--- config.mk ---
export PLATFORM = sky130hd
export DESIGN_NAME = hdmi_vram_arbiter
export DESIGN_NICKNAME = d
export VERILOG_FILES = /design/src/rtl/hdmi_vram_arbiter.sv
export SDC_FILE = /design/constraint.sdc
export NUM_CORES = 1
export LEC_CHECK = 0
export BUFFER_PORTS_ARGS = -buffer_cell sky130_fd_sc_hd__buf_2
export CAP_MARGIN = 25
export CORE_ASPECT_RATIO = 0.7
export CORE_MARGIN = 1
export CORE_UTILIZATION = 45
export CTS_CLUSTER_DIAMETER = 200
export DETAILED_ROUTE_END_ITERATION = 8
export GPL_ROUTABILITY_DRIVEN = 0
export PLACE_DENSITY = 0.86
export SYNTH_ARGS = -nofsm -noshare
export SYNTH_HDL_FRONTEND = slang
export SYNTH_SLANG_ARGS = --single-unit
--- constraint.sdc ---
create_clock -name axi_aclk -period 5.2 [get_ports axi_aclk]
set_clock_uncertainty 0.1 [all_clocks]
set_input_delay 1.04 -clock axi_aclk [delete_from_list [all_inputs] [get_ports axi_aclk]]
set_output_delay 1.04 -clock axi_aclk [all_outputs]
set_load 0.005 [all_outputs]
--- src/rtl/hdmi_vram_arbiter.sv ---
// hdmi_vram_arbiter
// Shares one single-port, byte-writable VRAM block RAM between an AXI4-Lite
// host path and the video character fetch engine. Video normally wins, and a
// streak counter bounds how long a pending host access can be passed over.
//
// Request/acknowledge contract (both requesters): a requester raises req and
// holds it, with its address/data stable, until it sees a one-cycle ack. The
// access is issued to the RAM in the grant cycle N (mem_* driven
// combinationally) and acknowledged with registered ack in cycle N+1, where
// rdata is valid only while ack is high. A requester is never granted in the
// same cycle it is being acknowledged, so keeping req high through the ack
// cycle does not start a second access.

module hdmi_vram_arbiter #(
    parameter int NUM_WORDS      = 600,
    parameter int ADDR_W         = 10,
    parameter int MAX_VID_STREAK = 4
) (
    input  logic              axi_aclk,
    input  logic              axi_aresetn,
    // host side
    input  logic              host_req,
    input  logic              host_we,
    input  logic [ADDR_W-1:0] host_addr,
    input  logic [31:0]       host_wdata,
    input  logic [3:0]        host_wstrb,
    output logic              host_ack,
    output logic [31:0]       host_rdata,
    output logic              host_err,
    // video side
    input  logic              vid_req,
    input  logic [ADDR_W-1:0] vid_addr,
    output logic              vid_ack,
    output logic [31:0]       vid_rdata,
    // block RAM port
    output logic              mem_en,
    output logic [3:0]        mem_we,
    output logic [ADDR_W-1:0] mem_addr,
    output logic [31:0]       mem_wdata,
    input  logic [31:0]       mem_rdata
);

    localparam int STREAK_W = $clog2(MAX_VID_STREAK + 1);
    localparam logic [STREAK_W-1:0] STREAK_MAX = STREAK_W'(MAX_VID_STREAK);

    // outstanding flags double as the registered ack pulses
    logic                r_host_out;
    logic                r_vid_out;
    logic                r_host_err;
    logic                r_host_rd;
    logic [STREAK_W-1:0] r_streak;
    logic [ADDR_W-1:0]   r_last_addr;
    logic [31:0]         r_last_wdata;

    logic                w_host_elig;
    logic                w_vid_elig;
    logic                w_streak_full;
    logic                w_grant_vid;
    logic                w_grant_host;
    logic                w_host_in_range;
    logic [STREAK_W-1:0] w_streak_next;

    // eligibility and priority decision for the current cycle; no grant is
    // ever made while reset is asserted so every output reads 0 in reset
    always_comb begin
        w_host_elig     = host_req & ~r_host_out;
        w_vid_elig      = vid_req & ~r_vid_out;
        w_streak_full   = (r_streak >= STREAK_MAX);
        w_grant_vid     = axi_aresetn & w_vid_elig & (~w_host_elig | ~w_streak_full);
        w_grant_host    = axi_aresetn & w_host_elig & ~w_grant_vid;
        w_host_in_range = ({{(32-ADDR_W){1'b0}}, host_addr} < 32'(NUM_WORDS));
    end

    // RAM port drive: address/data hold their last granted values when idle;
    // an out-of-range host access is granted but never enables the RAM
    always_comb begin
        mem_en    = 1'b0;
        mem_we    = 4'b0000;
        mem_addr  = r_last_addr;
        mem_wdata = r_last_wdata;
        if (w_grant_vid) begin
            mem_en   = 1'b1;
            mem_addr = vid_addr;
        end else if (w_grant_host) begin
            mem_addr = host_addr;
            if (w_host_in_range) begin
                mem_en = 1'b1;
                if (host_we) begin
                    mem_we    = host_wstrb;
                    mem_wdata = host_wdata;
                end
            end
        end
    end

    // streak counter next value: counts video wins over an eligible host,
    // saturating; any host grant or an idle host clears it
    always_comb begin
        w_streak_next = r_streak;
        if (w_grant_host || !host_req) begin
            w_streak_next = '0;
        end else if (w_grant_vid && w_host_elig && !w_streak_full) begin
            w_streak_next = r_streak + 1'b1;
        end
    end

    // completion stage: register which requester was granted and how
    always_ff @(posedge axi_aclk or negedge axi_aresetn) begin
        if (!axi_aresetn) begin
            r_host_out <= 1'b0;
            r_vid_out  <= 1'b0;
            r_host_err <= 1'b0;
            r_host_rd  <= 1'b0;
        end else begin
            r_host_out <= w_grant_host;
            r_vid_out  <= w_grant_vid;
            r_host_err <= w_grant_host & ~w_host_in_range;
            r_host_rd  <= w_grant_host & ~host_we & w_host_in_range;
        end
    end

    // streak counter register
    always_ff @(posedge axi_aclk or negedge axi_aresetn) begin
        if (!axi_aresetn) begin
            r_streak <= '0;
        end else begin
            r_streak <= w_streak_next;
        end
    end

    // remember the last address/data put on the RAM port for idle cycles
    always_ff @(posedge axi_aclk or negedge axi_aresetn) begin
        if (!axi_aresetn) begin
            r_last_addr  <= '0;
            r_last_wdata <= '0;
        end else if (w_grant_vid || w_grant_host) begin
            r_last_addr  <= mem_addr;
            r_last_wdata <= mem_wdata;
        end
    end

    // ack/data outputs; RAM read data arrives in the ack cycle
    always_comb begin
        host_ack   = r_host_out;
        host_err   = r_host_err;
        host_rdata = r_host_rd ? mem_rdata : 32'h0;
        vid_ack    = r_vid_out;
        vid_rdata  = r_vid_out ? mem_rdata : 32'h0;
    end

endmodule
==> results.toml, run 1 <==
[status]
status = "completed"

[detailed_routing]
drc_errors = 0
viasPerCell = 5.05
wl_mm = 7.91
ant_nets = 0
vias = 2721
firstDrtPassIters = 4
wl_per_cell_um = 14.7
drt-initial-drc-count = 87

[grt]
grt-ovfl-total = 0
grt_pass1_wl_mm = 12.4
grt_max_degree = 54
grt_pass1_vias = 2650
antenna_found_initial = 0
grt_usage_pct = 22.9

[logic_synthesis]
yosys_register_bits = 49
synthTopCellsByCount = "and2_1, dfrtp_1, mux2_2"
avgSynthCellArea_um2 = 11.4
async_flop_share_pct = 100
yosys.cell_count.top_type = "and2_1"
synth_edf_count = 0
seq_area_frac_synth_pct = 41.1
synth_top_area_share_pct = 41.1
syn_area_um2 = 2990
syn_nets = 356
ys_types = 30
ys_warn_count = 0
synthFlopType = "dfrtp_1"
synthTopCellsByArea = "dfrtp_1, mux2_2, and2_1"
syn_inst = 261
synth_top_cell_by_area = "dfrtp_1"

[finish]
final_util_pct = 65.7
antenna_cells = 0
nets = 556
seq_area_um2 = 1230
multi_input_area_um2 = 1650
drive_above_1_share_pct = 61.8
n_fill_cell = 519
final_area_um2 = 4140
syn_to_final_growth_pct = 38.7

[worst_setup_path]
cp_num_cells = 7
arrival_ns = 3.00
reg2reg_depth = 5
r2r-start = "vid_ack$_DFF_PN0_"
crit_required_ns = 4.06
worstPathCellList = "buf_2 -> and3b_1 -> and2_4 -> and3_4 -> buf_4 -> mux2_4 -> buf_2"
r2r_slack_ns = 2.47
cp_max_fo = 41
crit-reg2reg-capture = "r_last_wdata[27]$_DFFE_PN0P_"
start_kind = "input pin"
cpPeakStageDelay_ns = 0.58
crit_top_cell = "buf_2"
crit_buf_inv = 3
criticalPathCategory = "input pin to output pin"
end_kind = "output pin"
critPathTopFamily = "simple AND/OR/NAND/NOR gates"
crit_end = "mem_wdata[27]"
startpoint = "host_req"
critical_path.slowest_cell = "and3_4"

[run]
drv_cap = 0

[timing]
hold_slack_ns = 0.413
period_share_pct = 79.6
tightestPinTransition_ns = 0.736
drv_slew = 0
slew_headroom_pct = 50.9
rsz0062_at_grt = "no"
fmax_mhz = 241
layout_min_cycle_time_ns = 4.14
hold_viol_final = 0
finalSetupViolCount = 0
setup_tns_ns = 0

[clocking]
clkLatencyLatePin_ns = 0.30
htreeDepth = 2
clk_pin_slew_ns = 0.09
root_buffer = "clkbuf_8"
clk_path_buf_depth = 2
cts_buffers = 5
clock-sinks = 49
cts_hold_buf = 0
cts_setup_buffers = 0
postCtsResizedCells = 0
cts_tree = "done"

[hold_path]
hp-start = "r_last_wdata[5]$_DFFE_PN0P_"
hold_class = "flip-flop to flip-flop"

[floorplanning]
io_pins = 207
die_y_um = 70.2
start_util_pct = 47.4
core-area_um2 = 6310
rows = 24
die_w_um = 99.4
dieArea_um2 = 6970

[placement]
dp_hpwl_mm = 6.19
io_buffer_count = 206
placed_area_um2 = 4050

[pwr]
power_density_nw_per_um2 = 268
ir_drop_v = 0.000193
p_total_mw = 1.11
leakage_nw = 2.39
## cells in the final DEF (no fill, tap or decap)
cell type	n
nand3_1	3
clkinv_2	1
a22o_1	9
mux2_2	48
mux2_4	16
inv_1	2
nor2_1	2
clkbuf_4	1
and2_1	68
a221o_1	2
inv_6	1
and2_4	1
clkbuf_8	5
o21ai_0	1
buf_2	206
or3b_1	1
a21o_1	18
nor2b_1	4
ha_1	2
dfrtp_1	49
nor3_1	1
o21a_1	1
a21oi_1	1
a21bo_2	1
buf_4	3
buf_12	1
a21boi_0	3
nand2b_1	2
nand2_1	4
and3_4	1
and3_1	1
and3b_1	1
a211oi_1	1
## how the worst min path moves through the flow
stage	end	slack, ns	depth (start not counted)
2_1_floorplan	r_last_wdata[0]$_DFFE_PN0P_	0.38	1
3_3_place_gp	r_last_wdata[9]$_DFFE_PN0P_	0.39	1
3_5_place_dp	r_last_wdata[12]$_DFFE_PN0P_	0.39	1
4_1_cts	r_last_wdata[9]$_DFFE_PN0P_	0.42	1
5_1_grt	r_last_wdata[12]$_DFFE_PN0P_	0.43	1
6_report	r_last_wdata[5]$_DFFE_PN0P_	0.41	1
## power breakdown
group          internal, mW  switching, mW  total, mW
Clock                0.0931          0.126      0.219
Combinational         0.241          0.140      0.381
Sequential            0.463         0.0468      0.510
Total                 0.797          0.313       1.11
## registers in the layout (all words and copies together), names as in the netlist
signal / flops
host_ack: 1
host_err: 1
r_host_rd: 1
r_last_addr: 10
r_last_wdata: 32
r_streak: 3
vid_ack: 1
## layout make-up
type                            instances  area share (%)
Clock buffer                            5            1.66
Clock inverter                          2           0.332
Inverter                                2           0.181
Multi-Input combinational cell        192            39.8
Sequential cell                        49            29.6
Tap cell                               78            2.36
Timing Repair Buffer                  211            26.1
## per-stage QoR
step,setup slack [ns],cells
floorplan,1.67,261
global placement,1.05,531
detailed placement,1.06,531
CTS,1.07,538
global route,0.918,539
finish,1.06,539
## per-layer routing
metal / global-route usage, % / routed length, um / vias up
met2: 40.9 / 3920 / 131
met5: 0 / 0 / -
met1: 26.6 / 3220 / 1279
li1: - / - / 1296
met4: 8.33 / 170 / 0
met3: 5.91 / 597 / 15
## worst register-to-register path, delay by kind of cell (launching register included)
kind | cells | cell delay, ns
buffers and inverters | 1 | 0.28
AND/OR/NAND/NOR | 3 | 1.07
multiplexers | 1 | 0.35
flip-flops | 1 | 0.83
## kinds of logic after synthesis
kind of cell | count (synthesis) | synth area share [%]
AOI/OAI and AO/OA | 37 | 9.76
adders and majority gates | 2 | 0.838
buffers and inverters | 20 | 3.81
DFF | 49 | 41.1
muxes | 64 | 26.1
and+or+nand+nor | 89 | 18.4
Power figures use the tool's default switching activity.
==> run 2, diff against run 1 <==
--- a/config.mk
+++ b/config.mk
@@ -9,11 +9,11 @@
 export CAP_MARGIN = 25
 export CORE_ASPECT_RATIO = 0.7
 export CORE_MARGIN = 1
-export CORE_UTILIZATION = 45
+export CORE_UTILIZATION = 42
 export CTS_CLUSTER_DIAMETER = 200
 export DETAILED_ROUTE_END_ITERATION = 8
 export GPL_ROUTABILITY_DRIVEN = 0
-export PLACE_DENSITY = 0.86
+export PLACE_DENSITY = 0.81
 export SYNTH_ARGS = -nofsm -noshare
 export SYNTH_HDL_FRONTEND = slang
 export SYNTH_SLANG_ARGS = --single-unit
==> constraint.sdc (replaced) <==
create_clock -name axi_aclk -period 3.82 [get_ports axi_aclk]
set_clock_uncertainty 0.1 [all_clocks]
set_input_delay 0.764 -clock axi_aclk [delete_from_list [all_inputs] [get_ports axi_aclk]]
set_output_delay 0.764 -clock axi_aclk [all_outputs]
set_load 0.005 [all_outputs]
==> run 2 against run 1 <==
Compared with the run above:
- sequential power rose by 34%
- critical path depth is the same
- via count shrank 2.2%
- sequential share of layout area down 0.53 points
- total power up 49%
- design area is 1.8% higher
- non-clock buffer count is the same
- combinational power rose by 36%
- final cell count is 3.2% higher
==> results.toml, run 2 (synthesis results as in run 1) <==
[timing]
setup_tns_ns = 0
hold_viol_final = 0
period_share_pct = 86.3
rsz0062_at_grt = "no"
slew_headroom_pct = 49.9
drv_slew = 0
finalSetupViolCount = 0
hold_slack_ns = 0.413
tightestPinTransition_ns = 0.752
layout_min_cycle_time_ns = 3.30
fmax_mhz = 303

[floorplanning]
io_pins = 207
die_y_um = 72.6
die_w_um = 103
rows = 25
dieArea_um2 = 7460
start_util_pct = 43.8
core-area_um2 = 6820

[detailed_routing]
vias = 2661
firstDrtPassIters = 4
ant_nets = 0
wl_per_cell_um = 13.8
viasPerCell = 4.79
drt-initial-drc-count = 84
wl_mm = 7.70
drc_errors = 0

[worst_setup_path]
cpPeakStageDelay_ns = 0.39
start_kind = "input pin"
crit_required_ns = 2.96
end_kind = "output pin"
critical_path.slowest_cell = "mux2_2"
r2r_slack_ns = 1.73
worstPathCellList = "buf_2 -> a211oi_1 -> a21bo_2 -> and3_4 -> buf_12 -> mux2_2 -> buf_2"
crit_top_cell = "buf_2"
criticalPathCategory = "input pin to output pin"
cp_max_fo = 68
arrival_ns = 2.43

[clocking]
cts_tree = "done"
root_buffer = "clkbuf_8"
clk_path_buf_depth = 2
htreeDepth = 2
clk_pin_slew_ns = 0.10
cts_setup_buffers = 0
cts_buffers = 5
cts_hold_buf = 0
clkLatencyLatePin_ns = 0.30
clock-sinks = 49
postCtsResizedCells = 0

[finish]
n_fill_cell = 587
nets = 556
layout_commonest_cell = "buf_2"
drive_above_1_share_pct = 61.9
seq_area_um2 = 1230
reg.largest.list = "r_last_wdata (32), r_last_addr (10), r_streak (3)"
final_cell_mix = "buf_2, and2_1, dfrtp_1"
syn_to_final_growth_pct = 41.2
largest_reg_flops = 32
regMostFlops = "r_last_wdata"
multi_input_area_um2 = 1650
antenna_cells = 0

[grt]
grt_usage_pct = 20.1
grt_pass1_vias = 2405
grt_pass1_wl_mm = 11.6
antenna_found_initial = 0
grt-ovfl-total = 0
grt_max_degree = 69

[pwr]
p_int_mw = 1.22
power.share.clock_pct = 27.3
p_sw_share_pct = 26.1
ir_drop_v = 0.000291
power_density_nw_per_um2 = 392
power_frac_seq_pct = 41.4
leakage_nw = 2.42
combPwrFrac_pct = 31.4
switching_power_mw = 0.432

[placement]
dp_hpwl_mm = 5.98
io_buffer_count = 206

[hold_path]
hold_class = "flip-flop to flip-flop"

[status]
status = "completed"

[run]
drv_cap = 0
## run 2: cell count changes in the layout (fill, tap and decap cells not counted), sizes merged
| cell | delta |
|---|---|
| clkinv | -1 |
| clkbuf | -1 |
| bufinv | +2 |
| buf | +1 |
## run 2: critical path: cells and delay by family
family	cells	cell delay [ns]
AO/OA/AOI/OAI	2	0.50
buffers and inverters	3	0.55
multiplexers	1	0.39
AND/OR/NAND/NOR	1	0.19
## run 2: area by class of cell
| cell class | instances | area share [%] |
|---|---|---|
| multi-input cells | 192 | 39.1 |
| flip-flops and latches | 49 | 29.1 |
| repair buffers | 211 | 25.6 |
| well taps | 94 | 2.79 |
| clock buffers | 5 | 1.63 |
| clock inverters | 3 | 1.63 |
| inverters | 2 | 0.178 |
## run 2: path summary, 6_finish.rpt
path,endpoint,cells past startpoint,start
setup / recovery,mem_wdata[7],7,host_addr[5]
hold / removal,r_last_wdata[7]$_DFFE_PN0P_,1,r_last_wdata[7]$_DFFE_PN0P_
setup reg to reg,r_last_wdata[9]$_DFFE_PN0P_,5,host_ack$_DFF_PN0_
hold reg to reg,r_last_wdata[7]$_DFFE_PN0P_,1,r_last_wdata[7]$_DFFE_PN0P_
max in group asynchronous,host_err$_DFF_PN0_,2,axi_aresetn
min in group asynchronous,r_last_wdata[2]$_DFFE_PN0P_,2,axi_aresetn
## run 2: layer usage
metal	track usage, %	share of wire [%]	routed length [um]	vias up
li1	-	-	-	1295
met1	23.6	41	3140	1259
met2	36.1	52	4000	97
met3	4.82	6.1	469	10
met4	7.20	1.1	87	0
met5	0	0	0	-
## run 2: power groups by stage
stage | registers (mW) | clock network (mW) | logic (mW)
after floorplan | 0.677 | 0 | 0.304
after global placement | 0.687 | 0 | 0.506
after CTS | 0.685 | 0.462 | 0.526
final | 0.684 | 0.451 | 0.518
after detailed placement | 0.695 | 0 | 0.523
after global routing | 0.698 | 0.486 | 0.571
## run 2: stage by stage
stage	setup slack [ns]	utilization, %	std cells	total power, mW	instance area, um^2
6_report	0.523	61.8	556	1.65	4220
3_3_place_gp	0.585	59.8	548	1.19	4080
3_5_place_dp	0.540	59.8	548	1.22	4080
5_1_grt	0.415	61.8	556	1.76	4220
2_1_floorplan	0.846	-	261	0.981	2990
4_1_cts	0.527	61.8	556	1.67	4220
